File: src/rtl/decode_stage.sv
// Multi-lane decode stage: decodes one instruction bundle per cycle and buffers
// the decoded bundles in a small FIFO between fetch and rename/dispatch.
module decode_stage #(
    parameter int DECODE_WIDTH = 2,
    parameter int BUF_DEPTH    = 2
) (
    input  logic                        clk,
    input  logic                        reset,
    input  logic                        flush,
    input  logic                        in_valid,
    output logic                        in_ready,
    input  logic [DECODE_WIDTH-1:0]     in_lane_valid,
    input  logic [32*DECODE_WIDTH-1:0]  in_inst,
    input  logic [32*DECODE_WIDTH-1:0]  in_pc,
    output logic                        out_valid,
    input  logic                        out_ready,
    output logic [DECODE_WIDTH-1:0]     out_lane_valid,
    output logic [32*DECODE_WIDTH-1:0]  out_pc,
    output logic [5*DECODE_WIDTH-1:0]   out_rs1,
    output logic [5*DECODE_WIDTH-1:0]   out_rs2,
    output logic [5*DECODE_WIDTH-1:0]   out_rd,
    output logic [32*DECODE_WIDTH-1:0]  out_imm,
    output logic [3*DECODE_WIDTH-1:0]   out_alu_op,
    output logic [DECODE_WIDTH-1:0]     out_alu_src,
    output logic [DECODE_WIDTH-1:0]     out_branch,
    output logic [DECODE_WIDTH-1:0]     out_jump,
    output logic [DECODE_WIDTH-1:0]     out_mem_read,
    output logic [DECODE_WIDTH-1:0]     out_mem_write,
    output logic [DECODE_WIDTH-1:0]     out_reg_write,
    output logic [DECODE_WIDTH-1:0]     out_mem_to_reg,
    output logic [DECODE_WIDTH-1:0]     out_illegal
);

    // Lane record, LSB first: illegal, mem_to_reg, reg_write, mem_write,
    // mem_read, jump, branch, alu_src, alu_op[3], imm[32], rd, rs2, rs1, pc, valid.
    localparam int LW = 91;
    localparam int BW = LW * DECODE_WIDTH;
    localparam int PW = $clog2(BUF_DEPTH);
    localparam int CW = $clog2(BUF_DEPTH + 1);
    localparam logic [CW-1:0] DEPTH_C = CW'(BUF_DEPTH);

    localparam logic [6:0] OPC_LUI    = 7'b0110111;
    localparam logic [6:0] OPC_OPIMM  = 7'b0010011;
    localparam logic [6:0] OPC_OP     = 7'b0110011;
    localparam logic [6:0] OPC_LOAD   = 7'b0000011;
    localparam logic [6:0] OPC_STORE  = 7'b0100011;
    localparam logic [6:0] OPC_BRANCH = 7'b1100011;
    localparam logic [6:0] OPC_JALR   = 7'b1100111;

    function automatic logic [LW-1:0] decode_lane(input logic v, input logic [31:0] inst,
                                                  input logic [31:0] pc);
        logic [6:0]  opc;
        logic [2:0]  f3;
        logic [6:0]  f7;
        logic        legal;
        logic [2:0]  alu_op;
        logic [31:0] imm;
        logic        src, br, jmp, mr, mw, rw, mtr, ill;
        opc    = inst[6:0];
        f3     = inst[14:12];
        f7     = inst[31:25];
        legal  = 1'b0;
        alu_op = 3'b111;
        imm    = '0;
        src = 1'b0; br = 1'b0; jmp = 1'b0; mr = 1'b0;
        mw  = 1'b0; rw = 1'b0; mtr = 1'b0; ill = 1'b0;
        case (opc)
            OPC_LUI: begin
                legal = 1'b1; alu_op = 3'b100; rw = 1'b1;
                imm = {inst[31:12], 12'b0};
            end
            OPC_OPIMM: begin
                legal = f3 inside {3'b000, 3'b110, 3'b011};
                alu_op = 3'b010; src = 1'b1; rw = 1'b1;
                imm = {{20{inst[31]}}, inst[31:20]};
            end
            OPC_OP: begin
                legal = (f3 == 3'b000 && f7 == 7'b0100000) ||
                        (f3 == 3'b101 && f7 == 7'b0100000) ||
                        (f3 == 3'b111 && f7 == 7'b0000000);
                alu_op = 3'b001; rw = 1'b1;
            end
            OPC_LOAD: begin
                legal = f3 inside {3'b010, 3'b100};
                alu_op = 3'b000; src = 1'b1; mr = 1'b1; mtr = 1'b1; rw = 1'b1;
                imm = {{20{inst[31]}}, inst[31:20]};
            end
            OPC_STORE: begin
                legal = f3 inside {3'b010, 3'b001};
                alu_op = 3'b000; src = 1'b1; mw = 1'b1;
                imm = {{20{inst[31]}}, inst[31:25], inst[11:7]};
            end
            OPC_BRANCH: begin
                legal = (f3 == 3'b001);
                alu_op = 3'b011; br = 1'b1;
                imm = {{19{inst[31]}}, inst[31], inst[7], inst[30:25], inst[11:8], 1'b0};
            end
            OPC_JALR: begin
                legal = (f3 == 3'b000);
                alu_op = 3'b101; src = 1'b1; jmp = 1'b1; rw = 1'b1;
                imm = {{20{inst[31]}}, inst[31:20]};
            end
            default: legal = 1'b0;
        endcase
        if (!legal) begin
            alu_op = 3'b111; imm = '0;
            src = 1'b0; br = 1'b0; jmp = 1'b0; mr = 1'b0;
            mw  = 1'b0; rw = 1'b0; mtr = 1'b0; ill = 1'b1;
        end
        // Writes to x0 are architecturally dropped; the load itself still happens.
        if (inst[11:7] == 5'd0) begin
            rw = 1'b0; mtr = 1'b0;
        end
        if (!v) begin
            alu_op = 3'b000; imm = '0;
            src = 1'b0; br = 1'b0; jmp = 1'b0; mr = 1'b0;
            mw  = 1'b0; rw = 1'b0; mtr = 1'b0; ill = 1'b0;
        end
        return {v, pc, inst[19:15], inst[24:20], inst[11:7], imm, alu_op,
                src, br, jmp, mr, mw, rw, mtr, ill};
    endfunction

    logic [BW-1:0]  dec_bundle;
    logic [BW-1:0]  mem_q [BUF_DEPTH];
    logic [PW-1:0]  wr_ptr_q, wr_ptr_d;
    logic [PW-1:0]  rd_ptr_q, rd_ptr_d;
    logic [CW-1:0]  count_q, count_d;
    logic           push, pop;
    logic [BW-1:0]  head;

    for (genvar i = 0; i < DECODE_WIDTH; i++) begin : g_dec
        assign dec_bundle[i*LW +: LW] = decode_lane(in_lane_valid[i], in_inst[32*i +: 32],
                                                    in_pc[32*i +: 32]);
    end

    // Handshake: a transfer happens on an edge where valid and ready are both high.
    // in_ready depends only on the registered count, never on out_ready.
    assign in_ready  = (count_q < DEPTH_C);
    assign out_valid = (count_q != '0);
    assign push      = in_valid & in_ready & ~flush;
    assign pop       = out_valid & out_ready;

    always_comb begin
        wr_ptr_d = wr_ptr_q;
        rd_ptr_d = rd_ptr_q;
        count_d  = count_q;
        if (push) wr_ptr_d = wr_ptr_q + PW'(1);
        if (pop)  rd_ptr_d = rd_ptr_q + PW'(1);
        case ({push, pop})
            2'b10:   count_d = count_q + CW'(1);
            2'b01:   count_d = count_q - CW'(1);
            default: count_d = count_q;
        endcase
    end

    always_ff @(posedge clk) begin
        if (reset) begin
            wr_ptr_q <= '0;
            rd_ptr_q <= '0;
            count_q  <= '0;
            for (int k = 0; k < BUF_DEPTH; k++) mem_q[k] <= '0;
        end else if (flush) begin
            wr_ptr_q <= '0;
            rd_ptr_q <= '0;
            count_q  <= '0;
        end else begin
            wr_ptr_q <= wr_ptr_d;
            rd_ptr_q <= rd_ptr_d;
            count_q  <= count_d;
            if (push) mem_q[wr_ptr_q] <= dec_bundle;
        end
    end

    assign head = mem_q[rd_ptr_q];

    for (genvar i = 0; i < DECODE_WIDTH; i++) begin : g_out
        assign out_illegal[i]        = head[i*LW + 0];
        assign out_mem_to_reg[i]     = head[i*LW + 1];
        assign out_reg_write[i]      = head[i*LW + 2];
        assign out_mem_write[i]      = head[i*LW + 3];
        assign out_mem_read[i]       = head[i*LW + 4];
        assign out_jump[i]           = head[i*LW + 5];
        assign out_branch[i]         = head[i*LW + 6];
        assign out_alu_src[i]        = head[i*LW + 7];
        assign out_alu_op[3*i +: 3]  = head[i*LW + 8  +: 3];
        assign out_imm[32*i +: 32]   = head[i*LW + 11 +: 32];
        assign out_rd[5*i +: 5]      = head[i*LW + 43 +: 5];
        assign out_rs2[5*i +: 5]     = head[i*LW + 48 +: 5];
        assign out_rs1[5*i +: 5]     = head[i*LW + 53 +: 5];
        assign out_pc[32*i +: 32]    = head[i*LW + 58 +: 32];
        assign out_lane_valid[i]     = head[i*LW + 90];
    end

endmodule
File: config.mk
export PLATFORM = sky130hd
export DESIGN_NAME = decode_stage
export DESIGN_NICKNAME = d
export VERILOG_FILES = /design/src/rtl/decode_stage.sv
export SDC_FILE = /design/constraint.sdc
export NUM_CORES = 1
export LEC_CHECK = 0
export ABC_AREA = 1
export CAP_MARGIN = 20
export CORE_AREA = 3 3 213 215
export CTS_BUF_LIST = sky130_fd_sc_hd__clkbuf_2 sky130_fd_sc_hd__clkbuf_4 sky130_fd_sc_hd__clkbuf_8
export DETAILED_ROUTE_END_ITERATION = 12
export DIE_AREA = 0 0 216 218
export PLACE_DENSITY = 0.67
export SETUP_SLACK_MARGIN = 0.5
export SLEW_MARGIN = 0
export SYNTH_ARGS = -nofsm -noshare
export SYNTH_HDL_FRONTEND = slang
export SYNTH_SLANG_ARGS = --single-unit
File: constraint.sdc
create_clock -name clk -period 7.3 [get_ports clk]
set_input_delay 1.46 -clock clk [delete_from_list [all_inputs] [get_ports clk]]
set_output_delay 1.46 -clock clk [all_outputs]
set_load 0.03 [all_outputs]
### Yosys cells after proc, flatten, opt, wreduce, memory -nomap -nowiden

Memory sizes are Yosys's and may differ from the RTL's. A register that Yosys moved wholly into a read port is not among the register bits.
Index checks and enable logic that the tools add are counted.

| word-level totals | value |
|---|---|
| flip-flop bits (word level) | 4 |
| memory bits (writable) | 364 |
| input port bits | 135 |
| logic and storage cells | 151 |
| memories | 1 |

Memory list:

| name | words | bits a word | rd ports | clocked after memory_dff | write ports | RTL line | source |
|---|---|---|---|---|---|---|---|
| mem_q | 2 | 182 | 1 | 1 | 2 | 124 | `logic [BW-1:0] mem_q [BUF_DEPTH];` |

| cells by class | value |
|---|---|
| add/subtract/negate cells | 4 |
| order comparisons | 1 |
| eq/ne operators | 32 |
| muxes and demuxes | 72 |
| bitwise operators | 4 |
| reductions and logical operators | 34 |

Operator list:

| operator | number |
|---|---|
| $pmux 32 s4 | 2 |
| $mux 182 | 1 |
| $reduce_or 182->1 | 1 |
| $mux 32 | 4 |
| $eq 7x6->1 const B | 8 |
| $mux 1 | 56 |
| $pmux 3 s6 | 2 |
| $eq 7x7->1 const B | 4 |
| $eq 3x3->1 const B | 8 |
| $eq 7x2->1 const B | 2 |
| $eq 7x5->1 const B | 2 |
| $logic_not 7->1 | 2 |
| $pmux 1 s7 | 2 |
| $eq 3x2->1 const B | 4 |
| $mux 3 | 4 |
| $reduce_bool 2->1 | 6 |
| $logic_not 5->1 | 2 |
| $reduce_or 5->1 | 2 |
| $reduce_or 4->1 | 2 |
| $eq 3x1->1 const B | 2 |
| $logic_and 1x1->1 | 6 |
| $logic_not 3->1 | 2 |
| $reduce_bool 3->1 | 2 |
| $reduce_or 2->1 | 3 |
| other kinds (11) | 18 |

### Longest topological paths before layout

| logic depth | value |
|---|---|
| depth after elaboration | 9 |
| gate-level depth with buffers | 11 |
| mapped depth without buffers | 11 |

### Worst setup path before layout

No wires, ideal clock.

| timing | value |
|---|---|
| kind | input-to-reg |
| from | input flush |
| to | memory mem_q[0][0] (netlist name) (enable) |
| setup time | 0.550 ns |
| arrival time | 6.106 ns |
| data required time | 6.750 ns |
| setup slack | 0.644 ns |
| cell stages on the path | 6 |
| buffers on the path | 2 |
| cells stage by stage | nand3b_1 -> nor2_1 -> nand2_1 -> clkbuf_1 -> buf_2 -> nand2_1 |

RTL lines:

| what | RTL line | source |
|---|---|---|
| start: declaration | 9 | `input logic flush,` |
| end: declaration | 124 |  |

==> out/results.tsv <==
stage	metric	value	unit
outcome	status	completed	
global_routing	met1_usage	0.2569	
clocking	numCtsBuffers	60	
detailed_routing	dr.pass1.iters	5	
power	p_sw	1.177	mW
global_routing	met3_usage	0.04361	
placement	portBuffers	318	
yosys	synth_cell_types	28	
sta	clock_skew	0.02929	ns
power	vdd_drop_max	0.0001298	V
setup_path	arrival	3.22	ns
die	core_area	0.04393	mm2
hold_path	hold_class	reg2reg	
global_routing	grt_pass1_wl	70900	um
clocking	cts_sinks	369	
yosys	postSynthCellCount	1557	
sta	finalHoldViolations	0	
global_routing	grt_pass1_vias	12540	
job	cap_viol_max_count	0	
clocking	root_buffer	clkbuf_8	
die	start_util	0.3959	
sta	rsz0062_at_grt	false	
setup_path	critical_path_depth	3	
hold_path	hold_depth	1	
setup_path	critPathCaptureType	primary output	
global_routing	gr-max-usage-layer	met2	
yosys	synth_top_family_by_area	simple AND/OR/NAND/NOR gates	
sta	min_period	4.679	ns
yosys	synth-seq-cells	369	
clocking	cts_buffer_depth	3	
yosys	synth-compound-area-share	0.01338	
global_routing	grt_max_degree	109	
power	intPower	3.603	mW
detailed_routing	first_iter_violations	1155	
global_routing	grt_use_total	0.1909	
setup_path	slowest_delay	0.85	ns
die	die_x	216	um
sta	max_slew_margin	0.2542	
detailed_routing	ant_nets	0	
die	rows	77	
finish	final_area	0.02223	mm2
die	die_area	0.04709	mm2
hold_path	hp-start	rd_ptr_q	
clocking	postCtsSetupBuffers	0	
finish	areaGrowthSynthToFinish	27.82	%
power	power_frac_seq	0.512	
power	p_per_area	215.0	mW/mm2
yosys	synth_xor_area_frac	0	
sta	tightestPinTransition	1.119	ns
setup_path	worstSetupPathType	reg2out	
clocking	postCtsResizedCells	0	
yosys	yosysWarnings	0	
sta	period_share	0.6409	
power	clkPwrFrac	0.371	
setup_path	cpMaxStageDelayCell	buf_4	
die	die-height	218	um
finish	fin_nets	2003	
global_routing	use_met2	0.3117	
global_routing	antenna_found_initial	2	
detailed_routing	drc	0	
setup_path	critical_path.reg2reg.endpoint	mem_q[0][0]	
global_routing	grt_overflow	0	
detailed_routing	viasPerCell	4.959	
detailed_routing	vias	12430	
sta	fin_setup_tns	0	ns
placement	dpl-instance-area	0.02106	mm2
power	leakagePower	8.835	nW
die	ios	319	
sta	max_freq	0.2137	GHz
setup_path	regToRegStartpoint	count_q[1]	
detailed_routing	routedWlPerCell	18.40	um
finish	drive_above_1_share	0.1752	
sta	setup_viol	0	
yosys	synthMuxAreaShare	0.1178	
setup_path	critPathMaxFanout	75	
setup_path	cp_num_buf_inv	2	
clocking	hold_buffers	0	
power	combinationalPowerShare	0.117	
setup_path	critPathTopFamily	buffers and inverters	
clocking	clk_latency	0.64	ns
finish	post-route-util	0.5061	
power	p_sw_frac	0.2462	
sta	slew_violations	0	
placement	hpwl	29290	um
setup_path	reg2reg_slack	4.11	ns
detailed_routing	totalWireLength	46130	um
setup_path	start_kind	flop	
setup_path	ff2ff_path_depth	9	
setup_path	crit_path_cell_trace	buf_4 -> mux2_2 -> clkdlybuf4s50_1	
yosys	synth_area	0.01739	mm2
yosys	synth-simple-area-share	0.1712	
setup_path	cp_data_required_time	5.84	ns
placement	place.gp.congestion	0.8547	
yosys	synth.net_count	1693	
clocking	clk_pin_slew	0.06	ns
clocking	htree_levels	2	
yosys	synth.avg_cell_area	11.17	um2
clocking	cts_tree	built	
yosys	synth-seq-area-share	0.6342	
yosys	yosys.area_share.adder	0.0007193	
-- how the worst max path moves through the flow --
stage                       to
2_1_floorplan      mem_q[0][0]
3_3_place_gp       mem_q[0][0]
3_5_place_dp       mem_q[0][0]
4_1_cts        out_mem_read[0]
5_1_grt        out_mem_read[0]
6_report            out_pc[27]
-- routing by layer --
layer / vias to the layer above / wire, um
met3: 73 / 3312
li1: 5851 / -
met1: 6074 / 19600
met2: 435 / 22100
met5: - / 0
met4: 0 / 1112
-- power groups by stage --
stage,clock (mW),combinational [mW],sequential (mW)
finish,1.77,0.560,2.45
floorplan,0,0.295,2.50
global placement,0,0.562,2.49
detailed placement,0,0.562,2.49
global route,1.91,0.594,2.46
CTS,1.82,0.566,2.45
-- cells in the mapped netlist (all sizes together) --
cell type	count	area share
a21oi	13	0.0040
buf	50	0.017
clkbuf	33	0.0071
dfxtp	5	0.0058
edfxtp	364	0.63
ha	1	0.00072
inv	178	0.038
mux2	182	0.12
nand2	156	0.035
nand3	101	0.035
nand3b	1	0.00043
nand4	22	0.0079
nor2	414	0.091
nor3	8	0.0023
o211ai	1	0.00072
o21ai	28	0.0087
-- cell families after synthesis --
family / after synthesis
AOI/OAI and AO/OA: 42
adders and majority gates: 1
buffers and inverters: 261
DFF: 369
muxes: 182
and+or+nand+nor: 702
-- sequential cells by signal (all words and copies together) (netlist names), named ones only --
signal / flops
mem_q: 364
count_q: 2
rd_ptr_q: 1
wr_ptr_q: 1
-- layout make-up --
| cell class | count | area (um2) |
|---|---|---|
| flip-flops and latches | 369 | 11030 |
| well taps | 592 | 740.7 |
| clock inverters | 25 | 171.4 |
| inverters | 178 | 673.1 |
| repair buffers | 331 | 3313 |
| fillers | 3993 | 21700 |
| clock buffers | 82 | 997.2 |
| multi-input cells | 927 | 5295 |
| diodes | 3 | 7.507 |
-- metrics by stage --
stage / hold slack (ns) / total power [mW] / instances / setup WS, ns
finish: 0.4555 / 4.780 / 2507 / 2.621
global route: 0.4884 / 4.964 / 2506 / 2.450
CTS: 0.4464 / 4.836 / 2504 / 2.526
detailed placement: 0.4366 / 3.054 / 2397 / 2.531
global placement: 0.4309 / 3.048 / 2397 / 2.521
floorplan: 0.4255 / 2.799 / 1557 / 0.6444
-- layout by cell type, fill, tap and decap left out, types with 2 or more instances in the layout --
master           count
clkinvlp_4           4
clkinv_2             8
nor2_4               2
dfxtp_1              4
o21ai_0             27
nand2_4              3
nor3_1               8
a21oi_1             12
nand3_2             17
nand4_1             22
diode_2              3
nor2_1             407
clkinv_1            11
bufinv_16            2
mux2_2             182
clkdlybuf4s50_1    317
inv_1              176
buf_4               10
nand2_2              9
nand2_1            144
nand3_1             83
edfxtp_1           364
clkbuf_4            21
nor2_2               5
buf_12               3
clkbuf_8            61
(Power assumes the default switching activity.)
